File: src/rtl/rs_enc_stream.sv
`default_nettype none
// ============================================================================
// Module  : rs_enc_stream
// Systematic Reed-Solomon encoder over GF(2^8), valid/ready streaming,
// NPAR parity symbols appended after each frame, highest degree first.
// Revision: 1.0 - initial release
// ============================================================================
module rs_enc_stream #(
  parameter int         NPAR = 4,
  parameter int         FCR  = 0,
  parameter logic [8:0] PRIM = 9'h11D
) (
  input  logic       clk,
  input  logic       rst,
  input  logic       in_valid,
  output logic       in_ready,
  input  logic [7:0] in_data,
  input  logic       in_last,
  output logic       out_valid,
  input  logic       out_ready,
  output logic [7:0] out_data,
  output logic       out_parity,
  output logic       out_last
);

  function automatic logic [7:0] gf_mul(input logic [7:0] a, input logic [7:0] b);
    logic [7:0] acc;
    logic [7:0] sh;
    acc = 8'h00;
    sh  = a;
    for (int i = 0; i < 8; i++) begin
      if (b[i]) acc = acc ^ sh;
      sh = sh[7] ? ((sh << 1) ^ PRIM[7:0]) : (sh << 1);
    end
    return acc;
  endfunction

  // Multiplies out prod (x + alpha^(FCR+i)); the monic x^NPAR term is dropped.
  function automatic logic [NPAR*8-1:0] gen_poly();
    logic [7:0]        p [0:NPAR];
    logic [7:0]        root;
    logic [NPAR*8-1:0] res;
    for (int j = 0; j <= NPAR; j++) p[j] = 8'h00;
    p[0] = 8'h01;
    root = 8'h01;
    for (int i = 0; i < (FCR % 255); i++) root = gf_mul(root, 8'h02);
    for (int i = 0; i < NPAR; i++) begin
      for (int j = NPAR; j >= 1; j--) p[j] = p[j-1] ^ gf_mul(p[j], root);
      p[0] = gf_mul(p[0], root);
      root = gf_mul(root, 8'h02);
    end
    for (int j = 0; j < NPAR; j++) res[j*8 +: 8] = p[j];
    return res;
  endfunction

  localparam logic [NPAR*8-1:0] GEN       = gen_poly();
  localparam logic [5:0]        PCNT_LAST = 6'(NPAR - 1);

  typedef enum logic [0:0] {
    S_DATA   = 1'b0,
    S_PARITY = 1'b1
  } state_t;

  state_t                state_q;
  logic [NPAR-1:0][7:0]  rem_q;
  logic [NPAR-1:0][7:0]  rem_d;
  logic [5:0]            pcnt_q;
  logic                  slot_free;
  logic                  accept;
  logic                  emit;
  logic [7:0]            fb;

  assign slot_free = !out_valid || out_ready;
  assign in_ready  = !rst && (state_q == S_DATA) && slot_free;
  assign accept    = in_valid && in_ready;
  assign emit      = (state_q == S_PARITY) && slot_free;

  always_comb begin
    rem_d = rem_q;
    fb    = in_data ^ rem_q[NPAR-1];
    if (accept) begin
      for (int k = NPAR - 1; k >= 1; k--) rem_d[k] = rem_q[k-1] ^ gf_mul(fb, GEN[k*8 +: 8]);
      rem_d[0] = gf_mul(fb, GEN[7:0]);
    end else if (emit) begin
      // Shifting out the parity leaves the remainder zero for the next frame.
      for (int k = NPAR - 1; k >= 1; k--) rem_d[k] = rem_q[k-1];
      rem_d[0] = 8'h00;
    end
  end

  always_ff @(posedge clk or posedge rst) begin
    if (rst) begin
      state_q    <= S_DATA;
      rem_q      <= '0;
      pcnt_q     <= '0;
      out_valid  <= 1'b0;
      out_data   <= 8'h00;
      out_parity <= 1'b0;
      out_last   <= 1'b0;
    end else begin
      rem_q <= rem_d;
      if (slot_free) out_valid <= 1'b0;
      case (state_q)
        S_DATA: begin
          if (accept) begin
            out_valid  <= 1'b1;
            out_data   <= in_data;
            out_parity <= 1'b0;
            out_last   <= 1'b0;
            if (in_last) begin
              state_q <= S_PARITY;
              pcnt_q  <= '0;
            end
          end
        end
        S_PARITY: begin
          if (emit) begin
            out_valid  <= 1'b1;
            out_data   <= rem_q[NPAR-1];
            out_parity <= 1'b1;
            out_last   <= (pcnt_q == PCNT_LAST);
            pcnt_q     <= pcnt_q + 6'd1;
            if (pcnt_q == PCNT_LAST) state_q <= S_DATA;
          end
        end
        default: state_q <= S_DATA;
      endcase
    end
  end

endmodule
`default_nettype wire
File: config.mk
export PLATFORM = sky130hd
export DESIGN_NAME = rs_enc_stream
export DESIGN_NICKNAME = d
export VERILOG_FILES = /design/src/rtl/rs_enc_stream.sv
export SDC_FILE = /design/constraint.sdc
export NUM_CORES = 1
export LEC_CHECK = 0
export CAP_MARGIN = 20
export CORE_AREA = 2 2 76 86
export DETAILED_ROUTE_END_ITERATION = 8
export DIE_AREA = 0 0 78 88
export MAX_ROUTING_LAYER = met4
export PLACE_DENSITY = 0.75
export SLEW_MARGIN = 20
export SYNTH_ARGS = -nofsm -noshare
export SYNTH_HDL_FRONTEND = slang
export SYNTH_SLANG_ARGS = --single-unit
export TNS_END_PERCENT = 5
File: constraint.sdc
create_clock -name clk -period 2.3 [get_ports clk]
set_input_delay 0.46 -clock clk [delete_from_list [all_inputs] [get_ports clk]]
set_output_delay 0.46 -clock clk [all_outputs]
set_load 0.01 [all_outputs]
Word level (Yosys, flattened, before mapping). Cells that the tools add are included.

Register bits: 50. Latch bits: 0. Bits in writable memories: 0. ROM bits: 0. Input bits: 13. Output and inout bits: 12. Logic and storage cells: 86. Memories: 0.

Add/sub/neg operators: 1. Multipliers: 0. Div/mod/pow operators: 0. Order comparisons: 0. Equal/unequal tests: 4. Shift-type cells: 0. Mux-type cells: 41. Bitwise logic cells: 20. Reductions and logical operators: 10.

Operators with widths (count): 8-bit two-way mux (14); 8-bit XOR (13); 32-bit two-way mux (2); 5-bit two-way mux (6); 4-bit NOT (6); 6-bit two-way mux (3); 8-bit case mux with 2 select lines (1); 6-bit case mux with 2 select lines (1); 1-bit two-way mux (10); 1-bit case mux with 2 select lines (4); 6-bit by 1-bit adder with 6-bit output (second input constant) (1); 6-bit by 2-bit equality test with 1-bit output (second input constant) (1); 1-bit logical AND (4); 2-bit inequality test (second input constant) (2); 3-bit AND reduction (1); 1-bit zero test (2); 2-bit by 1-bit inequality test with 1-bit output (second input constant) (1); 2-bit AND reduction (1); 2-bit nonzero test (1); 1-bit logical OR (1); 1-bit NOT (1).

Longest topological paths before layout. Gate-level depths: netlist of run 1.

Depth in word-level cells: 17. Mapped depth: 8. Gate-level depth less buffers: 5.

Worst setup path after synthesis of run 1. No wires, ideal clock.

Path type: input-to-reg. Start: input port rst. End: register rem_q[11] (netlist bit). Setup time: 0.119 ns. Arrival time: 2.927 ns. Data required time: 2.181 ns. Path slack: -0.747 ns. Stages on the path: 7. Path buffers: 3. Cell sequence: inv_1 > and4_1 > clkbuf_1 > clkbuf_1 > buf_1 > a21oi_1 > o21ba_2.

Longest elaborated chain between the ends: 5. Elaborated cells on any way between the ends: 6. Those cells by class: 1 x mux; 5 x reduce/logical.

Ends and longest elaborated chain: start: declaration (line 14) `input logic rst,`; 1-bit zero test (no source line) (*); 1-bit logical AND (*) (2 in a row) (line 74) `assign in_ready = !rst && (state_q == S_DATA) && slot_free;`; 1-bit logical AND (*) (line 75) `assign accept = in_valid && in_ready;`; 32-bit two-way mux / 2-bit nonzero test (equally long branches); end signal: assignment (line 101) `rem_q <= rem_d;`; end: declaration (line 65) `logic [NPAR-1:0][7:0] rem_q;`.

Every way passes the cells marked *; elsewhere a longest branch is shown, timed or not. A chain may end at the register's enable or synchronous reset.

Final worst setup path of run 1.
Start: input port in_data[2]. End: register rem_q[15] (netlist bit).

Longest elaborated chain between the ends: 11.

Ends and longest elaborated chain: start: declaration (line 17) `input logic [7:0] in_data,`; 8-bit XOR (*) (line 80) `fb = in_data ^ rem_q[NPAR-1];`; 4-bit NOT (no source line); 5-bit two-way mux (*) (line 33) `sh = sh[7] ? ((sh << 1) ^ PRIM[7:0]) : (sh << 1);`; 4-bit NOT (no source line); 5-bit two-way mux (*) (line 33); 8-bit XOR (*) (line 32) `if (b[i]) acc = acc ^ sh;`; 8-bit two-way mux (*) (line 81) `if (accept) begin`; 8-bit XOR (*) (line 32); 8-bit two-way mux (*) (line 81); 8-bit XOR (*) (line 82) `for (int k = NPAR - 1; k >= 1; k--) rem_d[k] = rem_q[k-1] ^ gf_mul(fb, GEN[k*8 +: 8]);`; 32-bit two-way mux (*) (line 81).

Every way passes the cells marked *; elsewhere a longest branch is shown, timed or not. The select of a mux whose other input is x is not followed.

==> out/summary.txt, run 1 <==
grt ovf -> 0
syn_nets -> 309
max-cap viol count -> 0
Finished Cell Area -> 0.00389 mm2
initial antenna violation count -> 0
Yosys reg bits -> 50
Synth cell types -> 45
largest net degree at the start of global routing -> 32
Antenna Nets Post-Route -> 0
vias in the first global route -> 2,478
Layout area overhead -> 26.0%
Main synth FF type -> dfrtp_1
DR iter-0 viols -> 91
fin crit period -> 2260 ps
met3 WL -> 232 um
final core occ -> 64.8%
outcome -> completed
met1 wire length -> 3050 um
top-area cell type share of the netlist area -> 40.5%
post-synthesis mux area share -> 2.59%
synth warn -> 0
diode count -> 0
Worst EP required -> 2530 ps
DP HPWL -> 4990 um
syn_area_per_cell -> 10.5 um2
crit path launch type -> primary input
vias per cell -> 5.53
Ports -> 25
Die Footprint -> 0.00686 mm2
RSZ-0062 raised after global routing -> yes
post-synthesis xor/xnor area fraction -> 24.6%
CTS tree -> done
Async S/R FF share, synth -> 100%
FMAX -> 443 MHz
Max clock buf depth -> 2
Pre-antenna DRT Iters -> 4
final net count -> 369
kind of critical path -> in2reg
Die Y -> 88 um
Worst setup EP type -> flop
DIE WIDTH -> 78 um
I/O Buffers -> 24
mapped cell area -> 0.00309 mm2
Total Wirelength -> 6950 um
slew of the pin with the lowest slew margin -> 518 ps
DR top layer -> met4
Synth Area in Compound Gates -> 16.8%
WL per Instance -> 15.9 um
dominant combinational cell family by area after synthesis -> XOR/XNOR gates
Worst Hold Class -> reg2reg
Initial Util -> 51.5%
crit path DAT -> 2480 ps
CTS Buf Count -> 5
commonest non-fill, non-tap cell in the layout -> dfrtp_1
Setup Skew -> 5.89 ps
ratio of cells with drive above 1 in the final layout -> 24.7%
Seq/Total Area, Yosys -> 40.5%
critical path peak fanout -> 5
core area -> 0.00601 mm2
WL met2 -> 3490 um
period utilization -> 98.1%
clock root cell -> clkbuf_8
first-pass GRT wire length -> 12,000 um
synth top area cells -> dfrtp_1, xnor2_1, xnor3_1
critical path's largest stage delay -> 520 ps
cts hold-fix bufs -> 0
Fin. Hold Viols -> 0
most frequent cells in the layout -> dfrtp_1, buf_4, nand2_1
slew margin rel. -> 65.3%
Reg clk slew, reported paths -> 90 ps
EDFF count, synth -> 0
Synth Area in Adders -> 0.405%
simple-gate share of the synthesized area -> 12.6%
Post-DP Area -> 0.00378 mm2
Pins Over Slew Limit -> 0
slowest CP cell -> clkdlybuf4s50_1
vias after detailed routing -> 2,413
Final Wtd Congestion -> 0.885
# clock sinks -> 50
H-tree Lvls -> 2
DRC viols -> 0
Worst-Skew Late Latency -> 300 ps
fill cell count -> 472
final setup fails -> 0
worst-path cell chain -> clkdlybuf4s50_1 -> xnor2_2 -> buf_4 -> xor3_2 -> xnor3_1 -> or3_1 -> a31oi_1
All-Layer GR Usage -> 23.2%
post-synth top area cell -> dfrtp_1
Rows -> 30
Syn Inst Count -> 295
[metal layers]
layer  track usage, %  up-vias
met5                -        -
met4             9.41        0
met3             3.81       15
li1                 -     1176
met2             39.7       52
met1             27.5     1170
[metrics by stage]
stage / hold slack, ps / worst slack, ps / TNS, ps / cells
after detailed placement: 474 / -384 / -3990 / 428
after global placement: 460 / -323 / -2960 / 428
final: 489 / 43.2 / 0 / 436
after global routing: 517 / -42.8 / -103 / 436
after floorplan: 443 / -53.1 / -1160 / 295
after CTS: 490 / 5.90 / 0 / 436
[path summary, 6_finish.rpt]
kind | cells past startpoint | slack, ps | startpoint | to
max reg2reg | 6 | 210 | rem_q[27] | rem_q[15]
max | 7 | 40 | in_data[2] | rem_q[15]
min in group asynchronous | 3 | 630 | rst | pcnt_q[3]
max in group asynchronous | 3 | 1330 | rst | out_data[1]
min reg2reg | 2 | 490 | out_data[2] | out_data[2]
min | 2 | 490 | out_data[2] | out_data[2]
[cells by family (layout without fill, tap and decap cells)]
kind of cell | after synthesis | after routing
and+or+nand+nor | 82 | 82
AOI/OAI and AO/OA | 79 | 79
xor gates and xnor gates | 55 | 55
DFF | 50 | 50
buffers and inverters | 20 | 81
muxes | 8 | 8
adders and majority gates | 1 | 1
[state kept, by name, indices dropped and copies added (netlist names)]
register    count
out_valid       1
out_last        1
rem_q          32
out_data        8
pcnt_q          6
state_q         1
out_parity      1
[cell type report]
cell class                 instances  area, um2  share of cell area, %
sequential                        50       1250                   32.1
clock buffer                       7       86.3                   2.22
timing repair buffer              70        611                   15.7
inverter                           3       15.0                  0.386
tap                               80        100                   2.57
clock inverter                     1       5.00                  0.129
multi-input combinational        225       1820                   46.9
[critical path: cells and delay by family]
family          cells  cell delay, ps
simple gates        1             330
xor+xnor            3             840
compound gates      1             170
buf+inv             2             690
[synth_stat cells, drive strengths merged, types with 5 or more instances]
cell / count
o21ai: 28
xnor2: 36
o22ai: 5
nand2: 30
xor2: 7
o221a: 6
xnor3: 8
buf: 5
mux2i: 8
nor2: 17
or3: 9
nand3: 13
clkbuf: 12
dfrtp: 50
a31oi: 5
a21oi: 15
o211ai: 5
[what timing repair did]
item | in CTS | in global routing
setup buffers | 0 | 0
gates resized for setup | 3 | 1
pin swaps | 0 | 3
setup endpoints to repair | 5 | 8
Power of run 1 is left out: the tool's default activity adds up to more than one toggle a clock period on the data nets, which glitch-free logic cannot reach.
==> inputs of run 2 (changes only) <==
- MAX_ROUTING_LAYER: met4 -> unset
- SKIP_CTS_REPAIR_TIMING: unset -> 1
==> out/summary.txt, run 2 (synthesis results as in run 1) <==
DIE WIDTH -> 78 um (unchanged)
diode count -> 0 (unchanged)
critical path peak fanout -> 5 (unchanged)
Total Wirelength -> 7080 um (+1.9%)
Largest Register -> rem_q
RSZ-0062 raised after global routing -> yes
Pins Over Slew Limit -> 0 (unchanged)
most frequent cells in the layout -> dfrtp_1, buf_4, nand2_1
ratio of cells with drive above 1 in the final layout -> 25.1% (+0.42 points)
final net count -> 371 (+0.54%)
Worst EP required -> 2500 ps (-30 ps)
Finished Layout Cells -> 438 (+0.46%)
Initial Util -> 51.5% (unchanged)
Final Wtd Congestion -> 0.870 (-1.6%)
commonest non-fill, non-tap cell in the layout -> dfrtp_1
Rows -> 30 (unchanged)
grt ovf -> 0 (unchanged)
Cell Count Post-Placement -> 428 (unchanged)
All-Layer GR Usage -> 22.4% (-0.85 points)
crit path launch type -> primary input
CTS Buf Count -> 5 (unchanged)
slew margin rel. -> 64.9% (-0.38 points)
Die Footprint -> 0.00686 mm2 (unchanged)
initial antenna violation count -> 0 (unchanged)
vias in the first global route -> 2,459 (-0.77%)
vias after detailed routing -> 2,422 (+0.37%)
Worst setup EP type -> flop
Pre-antenna DRT Iters -> 4 (unchanged)
vias per cell -> 5.53 (about the same)
first-pass GRT wire length -> 12,000 um (-0.57%)
Setup Skew -> 6.83 ps (+0.941 ps)
Fin. Hold Viols -> 0 (unchanged)
Layout area overhead -> 26.6%
DP HPWL -> 4990 um (unchanged)
Antenna Nets Post-Route -> 0 (unchanged)
fin crit period -> 2230 ps (-23.5 ps)
Worst-Skew Late Latency -> 310 ps (about the same)
max FFs per register -> 32 (unchanged)
WL per Instance -> 16.2 um (+1.4%)
clock root cell -> clkbuf_8
Ports -> 25 (unchanged)
Worst Hold Class -> reg2reg
final setup fails -> 0 (unchanged)
largest net degree at the start of global routing -> 32 (unchanged)
# clock sinks -> 50 (unchanged)
period utilization -> 97.1% (-1.0 points)
FMAX -> 448 MHz (+1.1%)
DR iter-0 viols -> 102 (+12%)
kind of critical path -> in2reg
I/O Buffers -> 24 (unchanged)
outcome -> completed
H-tree Lvls -> 2 (unchanged)
largest registers -> rem_q: 32 flops, out_data: 8 flops, pcnt_q: 6 flops
Die Y -> 88 um (unchanged)
crit path DAT -> 2430 ps (-50 ps)
Setup TNS -> 0 ps (unchanged)
max-cap viol count -> 0 (unchanged)
slew of the pin with the lowest slew margin -> 523 ps (+5.71 ps)
Reg clk slew, reported paths -> 90 ps (about the same)
CTS tree -> done
core area -> 0.00601 mm2 (unchanged)
DRC viols -> 0 (unchanged)
Max clock buf depth -> 2 (unchanged)
run 2: per-stage QoR:
stage / worst slack [ps] / hold WS [ps] / cell area (um2) / util [%]
detailed placement: -384 / 474 / 3780 / 62.9
finish: 66.7 / 488 / 3910 / 65.1
floorplan: -53.1 / 443 / 3190 / -
global placement: -323 / 460 / 3780 / 62.9
CTS: -72.1 / 490 / 3870 / 64.4
global route: -20.2 / 517 / 3910 / 65.1
run 2: worst paths after layout:
| check | from | end | slack (ps) | depth (start not counted) |
|---|---|---|---|---|
| setup / recovery | in_data[5] | rem_q[12] | 70 | 7 |
| max in group asynchronous | rst | rem_q[30] | 1330 | 3 |
| hold / removal | out_data[2] | out_data[2] | 490 | 2 |
| min in group asynchronous | rst | pcnt_q[3] | 630 | 3 |
| hold reg to reg | out_data[2] | out_data[2] | 490 | 2 |
| setup reg to reg | rem_q[27] | rem_q[12] | 240 | 7 |
run 2: area by class of cell:
type / count / area [um2]
Sequential cell: 50 / 1250
Timing Repair Buffer: 72 / 631
Clock buffer: 7 / 86.3
Clock inverter: 1 / 5.00
Inverter: 3 / 15.0
Tap cell: 80 / 100
Multi-Input combinational cell: 225 / 1820
Fill cell: 466 / 2090
run 2: worst max-delay path, cell delays in order:
cell and delay [ps]:
clkdlybuf4s50_1 500, xnor2_4 320, buf_4 220, xor2_1 180
xnor3_1 460, o22a_1 200, o21a_1 100
run 2: metal layers:
metal	part of all wire, %	global-route usage [%]
met5	0	0
met4	2.9	10.0
met3	3.3	3.81
met2	50	38.6
met1	43	27.8
Power of run 2 is left out for the same reason.
